### config.mk
export PLATFORM = sky130hd
export DESIGN_NAME = branch_predictor
export DESIGN_NICKNAME = d
export VERILOG_FILES = /design/src/rtl/branch_predictor_pkg.sv /design/src/rtl/branch_predictor_sat_counter2.sv /design/src/rtl/branch_predictor.sv
export SDC_FILE = /design/constraint.sdc
export NUM_CORES = 1
export LEC_CHECK = 0
export CAP_MARGIN = 0
export CORE_MARGIN = 10
export CORE_UTILIZATION = 40
export DETAILED_ROUTE_END_ITERATION = 8
export PLACE_DENSITY_LB_ADDON = 0.12
export SLEW_MARGIN = 20
export SYNTH_ARGS = -nofsm -noshare
export SYNTH_HDL_FRONTEND = slang
export SYNTH_SLANG_ARGS = --single-unit
### constraint.sdc
create_clock -name clk -period 13.6 [get_ports clk]
set_input_delay 2.72 -clock clk [delete_from_list [all_inputs] [get_ports clk]]
set_output_delay 2.72 -clock clk [all_outputs]
set_load 0.01 [all_outputs]
### src/rtl/branch_predictor_pkg.sv
// Shared definitions for the fetch-stage branch predictor and its helpers.
package branch_predictor_pkg;

   // 2-bit direction counter encodings; bit 1 is the predicted direction.
   typedef enum logic [1:0] {
      CNT_SNT = 2'b00,
      CNT_WNT = 2'b01,
      CNT_WT  = 2'b10,
      CNT_ST  = 2'b11
   } cnt_e;

   // EX-stage opcode that marks a conditional branch.
   localparam logic [3:0] OP_BRANCH = 4'b0010;

   // Width of the branch / mispredict statistics counters.
   localparam int unsigned STAT_BITS = 16;

   // Increment that sticks at all-ones instead of wrapping.
   function automatic logic [STAT_BITS-1:0] stat_sat_inc(input logic [STAT_BITS-1:0] v);
      return (v == '1) ? v : v + 1'b1;
   endfunction

endpackage

### src/rtl/branch_predictor_sat_counter2.sv
// Combinational next-state for a 2-bit saturating direction counter.
module sat_counter2
   import branch_predictor_pkg::*;
(
   input  logic [1:0] cur,
   input  logic       taken,
   output logic [1:0] next
);

   // Step toward taken/not-taken, holding at the ends of the range.
   always_comb begin
      next = cur;
      if (taken) begin
         if (cur != CNT_ST) next = cur + 2'd1;
      end else begin
         if (cur != CNT_SNT) next = cur - 2'd1;
      end
   end

endmodule

### src/rtl/branch_predictor.sv
// Direct-mapped branch direction predictor and target buffer with statistics.
module branch_predictor
   import branch_predictor_pkg::*;
#(
   parameter int unsigned DBITS    = 32,
   parameter int unsigned IDX_BITS = 4
) (
   input  logic                 clk,
   input  logic                 rst_n,
   input  logic [DBITS-1:0]     IF_PC,
   output logic                 prediction,
   output logic [DBITS-1:0]     pred_target,
   input  logic                 EX_branch,
   input  logic [DBITS-1:0]     EX_PC,
   input  logic                 EX_condFlag,
   input  logic [DBITS-1:0]     EX_PC_IMM,
   input  logic                 EX_mispredict,
   output logic [STAT_BITS-1:0] branch_count,
   output logic [STAT_BITS-1:0] mispredict_count
);

   localparam int unsigned ENTRIES  = 1 << IDX_BITS;
   localparam int unsigned TAG_BITS = DBITS - IDX_BITS - 2;

   // Register array so the lookup can be purely combinational.
   logic                r_valid  [ENTRIES];
   logic [TAG_BITS-1:0] r_tag    [ENTRIES];
   logic [DBITS-1:0]    r_target [ENTRIES];
   logic [1:0]          r_cnt    [ENTRIES];

   logic [STAT_BITS-1:0] r_branch_count;
   logic [STAT_BITS-1:0] r_mispredict_count;

   logic [IDX_BITS-1:0] w_if_idx;
   logic [TAG_BITS-1:0] w_if_tag;
   logic                w_if_hit;
   logic [IDX_BITS-1:0] w_ex_idx;
   logic [TAG_BITS-1:0] w_ex_tag;
   logic                w_ex_hit;
   logic [1:0]          w_cnt_next;
   logic                w_unused;

   assign w_if_idx = IF_PC[IDX_BITS+1:2];
   assign w_if_tag = IF_PC[DBITS-1:IDX_BITS+2];
   assign w_ex_idx = EX_PC[IDX_BITS+1:2];
   assign w_ex_tag = EX_PC[DBITS-1:IDX_BITS+2];

   // Byte offset within the word never affects indexing or tagging.
   assign w_unused = ^{IF_PC[1:0], EX_PC[1:0]};

   // Lookup reads the current table state; no bypass from the update path.
   assign w_if_hit    = r_valid[w_if_idx] && (r_tag[w_if_idx] == w_if_tag);
   assign prediction  = rst_n && w_if_hit && r_cnt[w_if_idx][1];
   assign pred_target = prediction ? r_target[w_if_idx] : '0;

   assign w_ex_hit = r_valid[w_ex_idx] && (r_tag[w_ex_idx] == w_ex_tag);

   sat_counter2 u_sat_counter2 (
      .cur   (r_cnt[w_ex_idx]),
      .taken (EX_condFlag),
      .next  (w_cnt_next)
   );

   // Table training from the resolved EX branch; reset overrides any update.
   always_ff @(posedge clk) begin
      if (!rst_n) begin
         for (int unsigned i = 0; i < ENTRIES; i++) begin
            r_valid[i]  <= 1'b0;
            r_tag[i]    <= '0;
            r_target[i] <= '0;
            r_cnt[i]    <= CNT_WNT;
         end
      end else if (EX_branch) begin
         if (w_ex_hit) begin
            r_cnt[w_ex_idx] <= w_cnt_next;
            if (EX_condFlag) r_target[w_ex_idx] <= EX_PC_IMM;
         end else if (EX_condFlag) begin
            // Taken miss allocates, evicting whatever aliased into this slot.
            r_valid[w_ex_idx]  <= 1'b1;
            r_tag[w_ex_idx]    <= w_ex_tag;
            r_target[w_ex_idx] <= EX_PC_IMM;
            r_cnt[w_ex_idx]    <= CNT_WT;
         end
      end
   end

   // Saturating branch and mispredict statistics.
   always_ff @(posedge clk) begin
      if (!rst_n) begin
         r_branch_count     <= '0;
         r_mispredict_count <= '0;
      end else if (EX_branch) begin
         r_branch_count <= stat_sat_inc(r_branch_count);
         if (EX_mispredict) r_mispredict_count <= stat_sat_inc(r_mispredict_count);
      end
   end

   assign branch_count     = r_branch_count;
   assign mispredict_count = r_mispredict_count;

endmodule

* Yosys cells after proc, flatten, opt, wreduce, memory -nomap -nowiden *
Memory sizes are Yosys's and may differ from the RTL's.
Cells that the tools add are included.

word-level totals
  flip-flop bits (word level) = 32
  memory bits (writable) = 976
  input bits = 101
  output and inout port bits = 65
  word-level logic and storage cells = 62
  memories = 4

memories
  name      words  bits a word  read ports  clocked after Yosys merged registers in  wr ports  line                    RTL
  r_target  16     32           1           0                                        16        branch_predictor.sv:28  logic [DBITS-1:0] r_target [ENTRIES];
  r_tag     16     26           2           0                                        16        branch_predictor.sv:27  logic [TAG_BITS-1:0] r_tag [ENTRIES];
  r_cnt     16     2            2           0                                        16        branch_predictor.sv:29  logic [1:0] r_cnt [ENTRIES];
  r_valid   16     1            2           0                                        16        branch_predictor.sv:26  logic r_valid [ENTRIES];

operators by class
  add/sub/neg operators = 4
  equal/unequal tests = 5
  muxes and demuxes = 32
  bitwise logic cells = 4
  reductions and logical operators = 11

operators by type and width
  kind                   count
  $mux 32                3
  $eq 26x26->1           2
  $add 16x1->16 const B  2
  $eq 16x16->1 const B   2
  $reduce_or 32->1       1
  $mux 26                1
  $reduce_or 26->1       1
  $mux 1                 19
  $mux 4                 4
  $mux 2                 5
  $logic_and 1x1->1      4
  $reduce_and 3->1       1
  $add 2x1->2 const B    1
  $ne 2x2->1 const B     1
  $not 1->1              2
  $or 1x1->1             2
  $reduce_and 2->1       1
  $reduce_bool 2->1      1
  $reduce_or 2->1        1
  $sub 2x1->2 const B    1
  $reduce_or 1->1        1

* Logic depth before layout (Yosys ltp) *
Gate-level depths: netlist of run 1.
An unclocked memory read counts as a cell.

  word-level depth = 10
  gate-level depth with buffers = 15

* Hierarchy *
Synthesis of run 1 repeated with hierarchy kept, for this count alone.

second synthesis, totals
  cell total of the unflattened synthesis = 3,406
  area, all modules = 50,653.6 um^2

by module, submodules not included
  module            times used  cells each  area each (um^2)
  branch_predictor  1           3,403       50,627.3
  sat_counter2      1           3           26.3

* Worst setup path before layout of run 1 *
No wires, ideal clock.

  path kind = input -> output
  from = in IF_PC[2]
  to = out pred_target[12]
  arrival = 5.376 ns
  slack = 5.504 ns
  cell stages on the path = 8
  path buffers = 5
  cell sequence = buf_2 > buf_2 > buf_2 > buf_2 > buf_1 > mux4_2 > mux4_2 > nor2b_1

on the way
  cells in the longest elaborated chain, start to end = 6
  elaborated cells on any way between the ends = 9
  those cells by class = 1 x eq/ne; 1 x mux; 3 x reduce/logical; 4 x memory

ends and longest elaborated chain
  item                             line                    RTL
  from (decl)                      branch_predictor.sv:10  input logic [DBITS-1:0] IF_PC,
  $mem_v2 16x26                    --
  $eq 26x26->1                     branch_predictor.sv:52  assign w_if_hit = r_valid[w_if_idx] && (r_tag[w_if_idx] == w_if_tag);
  $logic_and 1x1->1                branch_predictor.sv:52
  $logic_and 1x1->1 (2 in series)  branch_predictor.sv:53  assign prediction = rst_n && w_if_hit && r_cnt[w_if_idx][1];
  $mux 32 (*)                      branch_predictor.sv:54  assign pred_target = prediction ? r_target[w_if_idx] : '0;
  to (decl)                        branch_predictor.sv:12  output logic [DBITS-1:0] pred_target,

Every way passes the cells marked *; elsewhere a longest branch is shown, timed or not.

* Final worst setup path of run 1 *
  from = in IF_PC[2]
  to = out pred_target[1]

Same word-level chain as after synthesis.

==> summary by stage, run 1 <==
Status
The flow ran to the end, and the final reports show no timing, DRC or antenna violations.

STA
The number of pins exceeding their max-slew limit in the final report is 0. Based on the critical path, the design can be clocked at up to 0.09723 GHz. The slew at the pin closest to its max-slew limit is 1.198 ns.

The final-layout setup total negative slack is 0 ns. Clock skew on the completed layout was measured at roughly 0.027 ns. Setup repair after global routing left no endpoint under its margin. The final critical-path share of the clock period is between 70% and 80%. The count of endpoints failing hold in the final timing report is 0. The remaining max-slew budget at the tightest pin is between 20% and 30%. After layout, the worst setup slack is 3.315 ns.

After layout, the minimum clock period comes to ~10 ns. The total setup violations reported at the end of the flow is 0. The worst hold margin is 0.4811 ns.

Critical path
The depth of the most critical reg-to-reg path is 12. Along the worst path, the maximum fanout reaches 70. STA classifies the critical path startpoint as an input pin.

The setup slack on the worst flop-to-flop path is 8.37 ns. The end of the worst register-to-register path is r_tag[0][14]. The critical path is of the input pin to output port type. The critical path data arrival time is between 7 and 8 ns. The required time of the worst setup path is 10.88 ns. The worst setup path is captured at an output port. The origin of the critical flop-to-flop path is r_tag[15][15].

Synthesis
The top cell type by area accounts for 57.41% of the synthesized area. The mean post-synth cell area is around 15 sq um. The area of the mapped netlist is about 0.05 sq mm. The top flip-flop cell by instance count after synthesis is edfxtp_1. The register bit total from synthesis is between 1000 and 1500. The post-synth net total is 3447. The share of synthesized registers carrying an async set or reset is 0%.

Ranked by total cell area, the synthesized netlist is headed by edfxtp_1 57%, mux4_2 17%, and2_1 6.6%, and3_1 5.3%, clkbuf_1 2.0%. The count of yosys warnings during synthesis is 0. The gate count after technology mapping is around 3300. The number of synthesized flops with an enable pin is 960. The commonest cells after synthesis are 960 x edfxtp_1, 531 x and2_1, 426 x and3_1. edfxtp_1 is the most common cell in the netlist.

The sequential area share after synthesis is between 50% and 60%. The largest area contributor in the netlist is edfxtp_1. The number of distinct library cell variants in the gate-level netlist after synthesis is 62.

Global routing
The maximum number of pins on one net before global-route repair is approximately 250. The wire length of the first global-routing pass is approximately 240000 microns. The number of global-route vias before repair came to approximately 32000. The total overflow left after global routing is 0. The initial antenna violation count is 29. The total routing resource utilization after global routing is 23.44%.

Power
The worst IR drop on VDD is 106.8 uV. The cell-internal power is approximately 5500 uW. The leakage power figure is slightly above 0.02 uW. The cell area power density is around 130 mW/mm^2. Summed over all nets, the switching power comes to between 1500 and 2000 uW. Net switching is 23.95% of the power. The fraction of power consumed by combinational cells is about 10%. The sequential cell fraction of total power is between 50% and 60%. The clock network is responsible for between 40 and 50% of the overall power.

Layout
The filler cell count in the final layout is 10750. The post-route netlist has about a fifth of its cells at a drive strength greater than 1. Compared with the post-synthesis result, the final layout area differs by 12.98%. For this run, the number of standard cells in the final layout without fillers is about 5100. The final-stage net count is 3448.

Drt
The DRC marker count from the first detailed-route iteration is about 3800. After detailed routing, the number of remaining DRC violations is 0. In the detailed route, the total length drawn on met3 is between 10000 and 15000 microns. The first TritonRoute pass finished after 5 iterations. The detailed-routing wirelength on met1 is ~66000 microns. The sum of routed wire length over all layers is around 170000 microns.

The count of antenna-violating nets left after detailed routing is 0. Using the TritonRoute via totals, the vias-per-cell ratio works out to a little over 6. In the final routed layout, each cell accounts on average for roughly 33 microns. The topmost layer with routed signal wires is met5. Detailed routing placed a total of approximately 82000 microns of wire on met2.

The via count is approximately 31000.

Floorplanning
The die outline width is between 300 and 400 microns. The floorplan row count is about 130. The die area is between 0.1 and 0.15 sq mm.

The overall die height is roughly 370 microns. The floorplan step defined a core boundary enclosing between 0.1 and 0.15 sq mm. The effective utilization at floorplan is about two fifths.

The number of I/O pins is 166.

CTS
CTS placed an instance of clkbuf_16 at the clock tree root. TritonCTS created approximately 110 clock buffers. The number of clock sinks is between 1000 and 1500. The clock insertion delay at the later pin of the skew report is around 0.7 ns. Gates resized during post-CTS repair numbered 0.

In this run, post-CTS hold repair placed 0 buffers. The CTS tree is done. The total setup buffers inserted after CTS is 0. The H-tree generated during clock tree synthesis spans 3 levels. No sink is reached through more buffers than the 3 on the longest clock path. The clock slew at the register clock pins of the worst setup and hold paths is roughly 0.060 ns.

Hold path
The path class of the tightest hold or removal check is register to register. The startpoint identified for the worst hold timing path is r_valid[2]. The worst hold endpoint is r_valid[2]. The worst hold path stage count is 1.

Placement
The worst slack after detailed placement is roughly 3.3 ns. The global placement routability congestion is slightly above 0.8. The half-perimeter wire length after detailed placement is 89160 microns. In this run, placement finished with an instance count of roughly 4900.

The total of buffers placed on input and output ports is about 160.

Flow run
The count of maximum capacitance violations is 0.
==> flip-flops by register name, summed over array words and instances, names as in the netlist <==
| name | count |
|---|---|
| branch_count | 16 |
| mispredict_count | 16 |
| r_cnt | 32 |
| r_tag | 416 |
| r_target | 512 |
| r_valid | 16 |
==> cells by family after synthesis <==
family | Yosys count | share of synthesized area (%)
XOR/XNOR | 81 | 1.413
AND/OR/NAND/NOR | 1234 | 14.76
adder cells (fa/ha/maj) | 3 | 0.07225
AO/OA/AOI/OAI | 172 | 2.255
flip-flops | 1008 | 59.32
buffers and inverters | 370 | 3.204
multiplexers | 476 | 18.97
==> layout make-up <==
cell class | instances | area [sq um] | share of cell area [%]
antenna | 7 | 17.52 | 0.03088
sequential | 1008 | 29790 | 52.51
tap | 1637 | 2048 | 3.610
multi-input combinational | 1966 | 19150 | 33.76
clock buffer | 146 | 2959 | 5.216
clock inverter | 56 | 478.0 | 0.8425
inverter | 18 | 67.56 | 0.1191
timing repair buffer | 240 | 2218 | 3.910
==> power by group through the flow <==
stage	clock network [uW]	registers, uW	logic (uW)
final	2900	3620	708
after global routing	3080	3630	743
after CTS	2950	3620	712
after detailed placement	0	3680	709
after global placement	0	3670	703
after floorplan	0	3660	446
==> critical path: stages <==
cell,delay [ns]
buf_8,0.62
buf_4,0.55
mux4_2,0.57
mux4_2,0.53
xor2_1,0.17
nor4_1,0.73
nand4_1,0.17
buf_4,0.36
nor2b_1,0.39
clkdlybuf4s50_1,0.63
==> cells in the final DEF, fill, tap and decap left out, types with 11 or more instances in the layout <==
cell and instances:
clkbuf_1 30, nor2_4 16, inv_1 17, and3_1 426
mux4_2 377, mux2i_1 76, dfxtp_1 48, and2_1 531
clkinv_2 21, edfxtp_1 960, a21oi_1 32, a221oi_1 11
mux2_2 21, nor2_1 47, xnor2_1 52, nor2b_1 45
nand4_1 19, nor3_1 11, o21ai_0 25, buf_4 81
a21o_1 27, nand3_1 31, nand2b_2 17, nand2_1 53
xor2_1 29, clkbuf_16 111, clkinv_1 19, clkdlybuf4s50_1 152
o21ai_4 15
==> per-layer routing <==
| layer | GRT usage, % | vias to the layer above |
|---|---|---|
| li1 | - | 12860 |
| met4 | 7.796 | 20 |
| met5 | 0 | - |
| met2 | 38.94 | 1526 |
| met1 | 31.02 | 16400 |
| met3 | 4.045 | 307 |
==> how the worst max path moves through the flow <==
stage	start	endpoint	slack (ns)
2_1_floorplan	IF_PC[2]	pred_target[12]	5.50
5_1_grt	IF_PC[2]	pred_target[1]	3.05
3_3_place_gp	IF_PC[2]	pred_target[1]	3.25
6_report	IF_PC[2]	pred_target[1]	3.32
3_5_place_dp	IF_PC[2]	pred_target[1]	3.26
4_1_cts	IF_PC[2]	pred_target[1]	3.24
==> per-stage QoR <==
| step | instance area, sq um | util [%] | total power, uW |
|---|---|---|---|
| floorplan | 50210 | - | 4103 |
| detailed placement | 53280 | 42.92 | 4390 |
| global placement | 53280 | 42.92 | 4371 |
| global route | 56720 | 45.70 | 7450 |
| finish | 56730 | 45.71 | 7227 |
| CTS | 56710 | 45.69 | 7275 |
Power figures use the tool's default switching activity.
==> inputs of run 2 (changes only) <==
==> constraint.sdc (replaced) <==
create_clock -name clk -period 8.87 [get_ports clk]
set_input_delay 1.774 -clock clk [delete_from_list [all_inputs] [get_ports clk]]
set_output_delay 1.774 -clock clk [all_outputs]
set_load 0.01 [all_outputs]
==> run 2 against run 1 <==
Against the previous run:
- final cell count rose by 0.37%
- global-route usage fell by 0.091 points
- setup slack got worse by 2.1 ns
- utilization rose by 0.34 points
- critical path depth rose by 1
- routed wire length is 0.82% lower
- clock skew grew 0.017 ns
- sequential power grew 53%
==> summary by stage, run 2 (synthesis results as in run 1) <==
Status
The run finished with clean final reports.

Global routing
The initial antenna violation count is 30 (+3.4%). The global route total overflow is 0 (unchanged). The maximum number of pins on one net before global-route repair is 236 (-6.7%).

The total routing resource utilization after global routing is 23.35% (-0.091 points). The wire length of the first global-routing pass is 238000 microns (-0.40%). The number of global-route vias before repair is 32340 (+0.037%).

Layout
The number of flip-flops in the largest register was 512 (unchanged). The library cells used most frequently in the layout, excluding fill and tap cells, are 960 x edfxtp_1, 531 x and2_1, 426 x and3_1, 377 x mux4_2, 152 x clkdlybuf4s50_1. The top register by number of flip-flops is r_target. The final-stage net count is 3454 (+0.17%). Compared with the post-synthesis result, the final layout area differs by 13.83%.

Leaving out fill and tap cells, the most frequent cell in the layout is edfxtp_1. The layout cell share with drive strength beyond 1 is 20.64% (+0.14 points). In the final layout, the registers with the most flip-flops are r_target x512, r_tag x416, r_cnt x32.

Critical path
The required time of the worst setup path came to 7.10 ns (-3.78 ns). The largest fanout of any net on the critical path is 39 (-44%). The end of the worst register-to-register path is r_tag[0][5]. The delay of the slowest critical-path stage is 0.63 ns (-0.10 ns). The worst setup path is launched from an input pin. Traced cell by cell, the critical path runs through buf_8 > buf_12 > mux4_2 > mux4_2 > xnor2_1 > nand4_1 > nor3_1 > nand4_1 > buf_4 > nor2b_1 > clkdlybuf4s50_1. The category of the critical setup timing path is input pin to output port. The worst register-to-register path begins at r_tag[8][12]. The setup slack on the worst flop-to-flop path is 4.07 ns (-4.30 ns).

The critical path data arrival time was 5.87 ns (-1.69 ns). STA classifies the critical path endpoint as an output port. The slowest stage of the critical path belongs to the cell clkdlybuf4s50_1.

The depth of the most critical reg-to-reg path came to 11 (-1).

CTS
The clock slew at the register clock pins of the worst setup and hold paths is 0.05 ns (about the same). The cell sitting at the root of the clock tree is a clkbuf_16. The number of buffers added by the clock tree synthesis step is 112 (+0.90%). TritonCTS built the clock tree. The post-cts resize count is 0 (unchanged).

The number of clock sinks is 1008 (unchanged). The CTS H-tree depth was 3 (unchanged). The maximum count of clock buffers along a single path is 3 (unchanged). The quantity of hold-fixing buffers added after cts is 0 (unchanged). The total setup buffers inserted after CTS is 0 (unchanged).

The clock insertion delay at the later pin of the skew report is 0.73 ns (about the same).

Drt
The detailed-routing wirelength on met1 is 64920 microns (-2.1%). The sum of routed wire length over all layers is 166300 microns (-0.82%). The topmost layer with routed signal wires is met5. The remaining routing DRC violations is 0 (unchanged). The DRC marker count from the first detailed-route iteration is 3744 (-0.27%). The length of routed met3 wiring is 14350 microns (+2.3%). The number of vias per cell after detailed routing is 6.068 (-0.97%). The detailed route wirelength on metal2 is 80760 microns (-1.6%).

The count of antenna-violating nets left after detailed routing is 0 (unchanged). The via count is 30930 (-0.60%). The total iterations of the first detailed-routing run is 5 (unchanged). The average detailed-routed wire length per instance is 32.63 microns (-1.2%).

Floorplanning
The die area is 0.1401 sq mm (unchanged). The effective utilization at floorplan came to 40.46% (unchanged). The die outline width is 374.3 microns (unchanged). The overall die height is 374.3 microns (unchanged). The floorplan row count is 129 (unchanged). The core outline area came to 0.1241 sq mm (unchanged). The number of I/O pins is 166 (unchanged).

STA
The number of pins exceeding their max-slew limit in the final report is 0 (unchanged). The achievable frequency is between 0.1 and 0.15 GHz. The final clock skew is 0.04468 ns (+0.01744 ns). The total setup violations reported at the end of the flow is 0 (unchanged). The slew at the pin closest to its max-slew limit was 1.200 ns (+0.002086 ns). The remaining max-slew budget at the tightest pin is 19.98% (-0.14 points).

The final critical-path share of the clock period is between 80% and 90%. The final worst slack is 1.227 ns (-2.088 ns). Setup repair after global routing left no endpoint under its margin. The worst path in the final design needs a cycle of around 7.6 ns, including I/O delays and setup. The final-layout setup total negative slack is 0 ns (unchanged). The count of endpoints failing hold in the final timing report was 0 (unchanged).

Power
The leakage power figure is 0.02072 uW (+0.85%). The worst IR drop on VDD is 172.2 uV (+61%). The cell area power density is 197.7 mW/mm^2 (+55%).

Hold path
The worst hold path stage count was 1 (unchanged). The startpoint of the most critical hold path is r_valid[11]. The path class of the lowest-slack min-delay path is register to register. The worst hold endpoint is r_valid[11].

Placement
The total of buffers placed on input and output ports is 161 (unchanged). The global placement routability congestion is 0.8405 (+2.7%). The worst slack after detailed placement came to 1.184 ns (-2.078 ns).

The half-perimeter wire length after detailed placement is 90880 microns (+1.9%).

Flow run
The count of maximum capacitance violations came to 0 (unchanged).
run 2: area by class of cell:
class	instances	area, sq um
multi-input combinational	1966	19150
fill	10760	66960
timing repair buffer	245	2431
inverter	18	67.56
clock inverter	71	689.4
sequential	1008	29790
tap	1637	2048
antenna	10	25.02
clock buffer	142	2957
run 2: worst max-delay path by stage:
stage,from,to,slack [ns]
2_1_floorplan,IF_PC[2],pred_target[12],2.67
3_3_place_gp,IF_PC[2],pred_target[1],1.16
3_5_place_dp,IF_PC[2],pred_target[1],1.18
4_1_cts,IF_PC[2],pred_target[1],1.17
5_1_grt,IF_PC[2],pred_target[1],0.95
6_report,IF_PC[2],pred_target[1],1.23
run 2: layer usage:
layer | up-vias | track usage, %
li1 | 12900 | -
met4 | 24 | 8.049
met5 | - | 0
met1 | 16140 | 30.38
met2 | 1499 | 38.77
met3 | 362 | 4.682
run 2: critical path: cells and delay by family:
kind	cells	cell delay (ns)
buffers and inverters	4	1.66
multiplexers	2	1.02
AND/OR/NAND/NOR	4	0.94
XOR/XNOR	1	0.42
run 2: stage by stage:
| stage | power, uW | cells | hold slack, ns | util (%) | cell area [sq um] |
|---|---|---|---|---|---|
| finish | 11300 | 5097 | 0.4819 | 46.05 | 57160 |
| global route | 11640 | 5087 | 0.5075 | 46.03 | 57130 |
| CTS | 11370 | 5087 | 0.4830 | 46.03 | 57130 |
| detailed placement | 6742 | 4874 | 0.4704 | 43.09 | 53490 |
| global placement | 6715 | 4874 | 0.4615 | 43.09 | 53490 |
| floorplan | 6291 | 3344 | 0.4426 | - | 50210 |
run 2: power breakdown:
part           switching (uW)  leakage, uW  internal [uW]
Clock                    2000      0.00177           2660
Combinational             625      0.00941            470
Sequential               96.0      0.00953           5450
Total                    2720       0.0207           8580
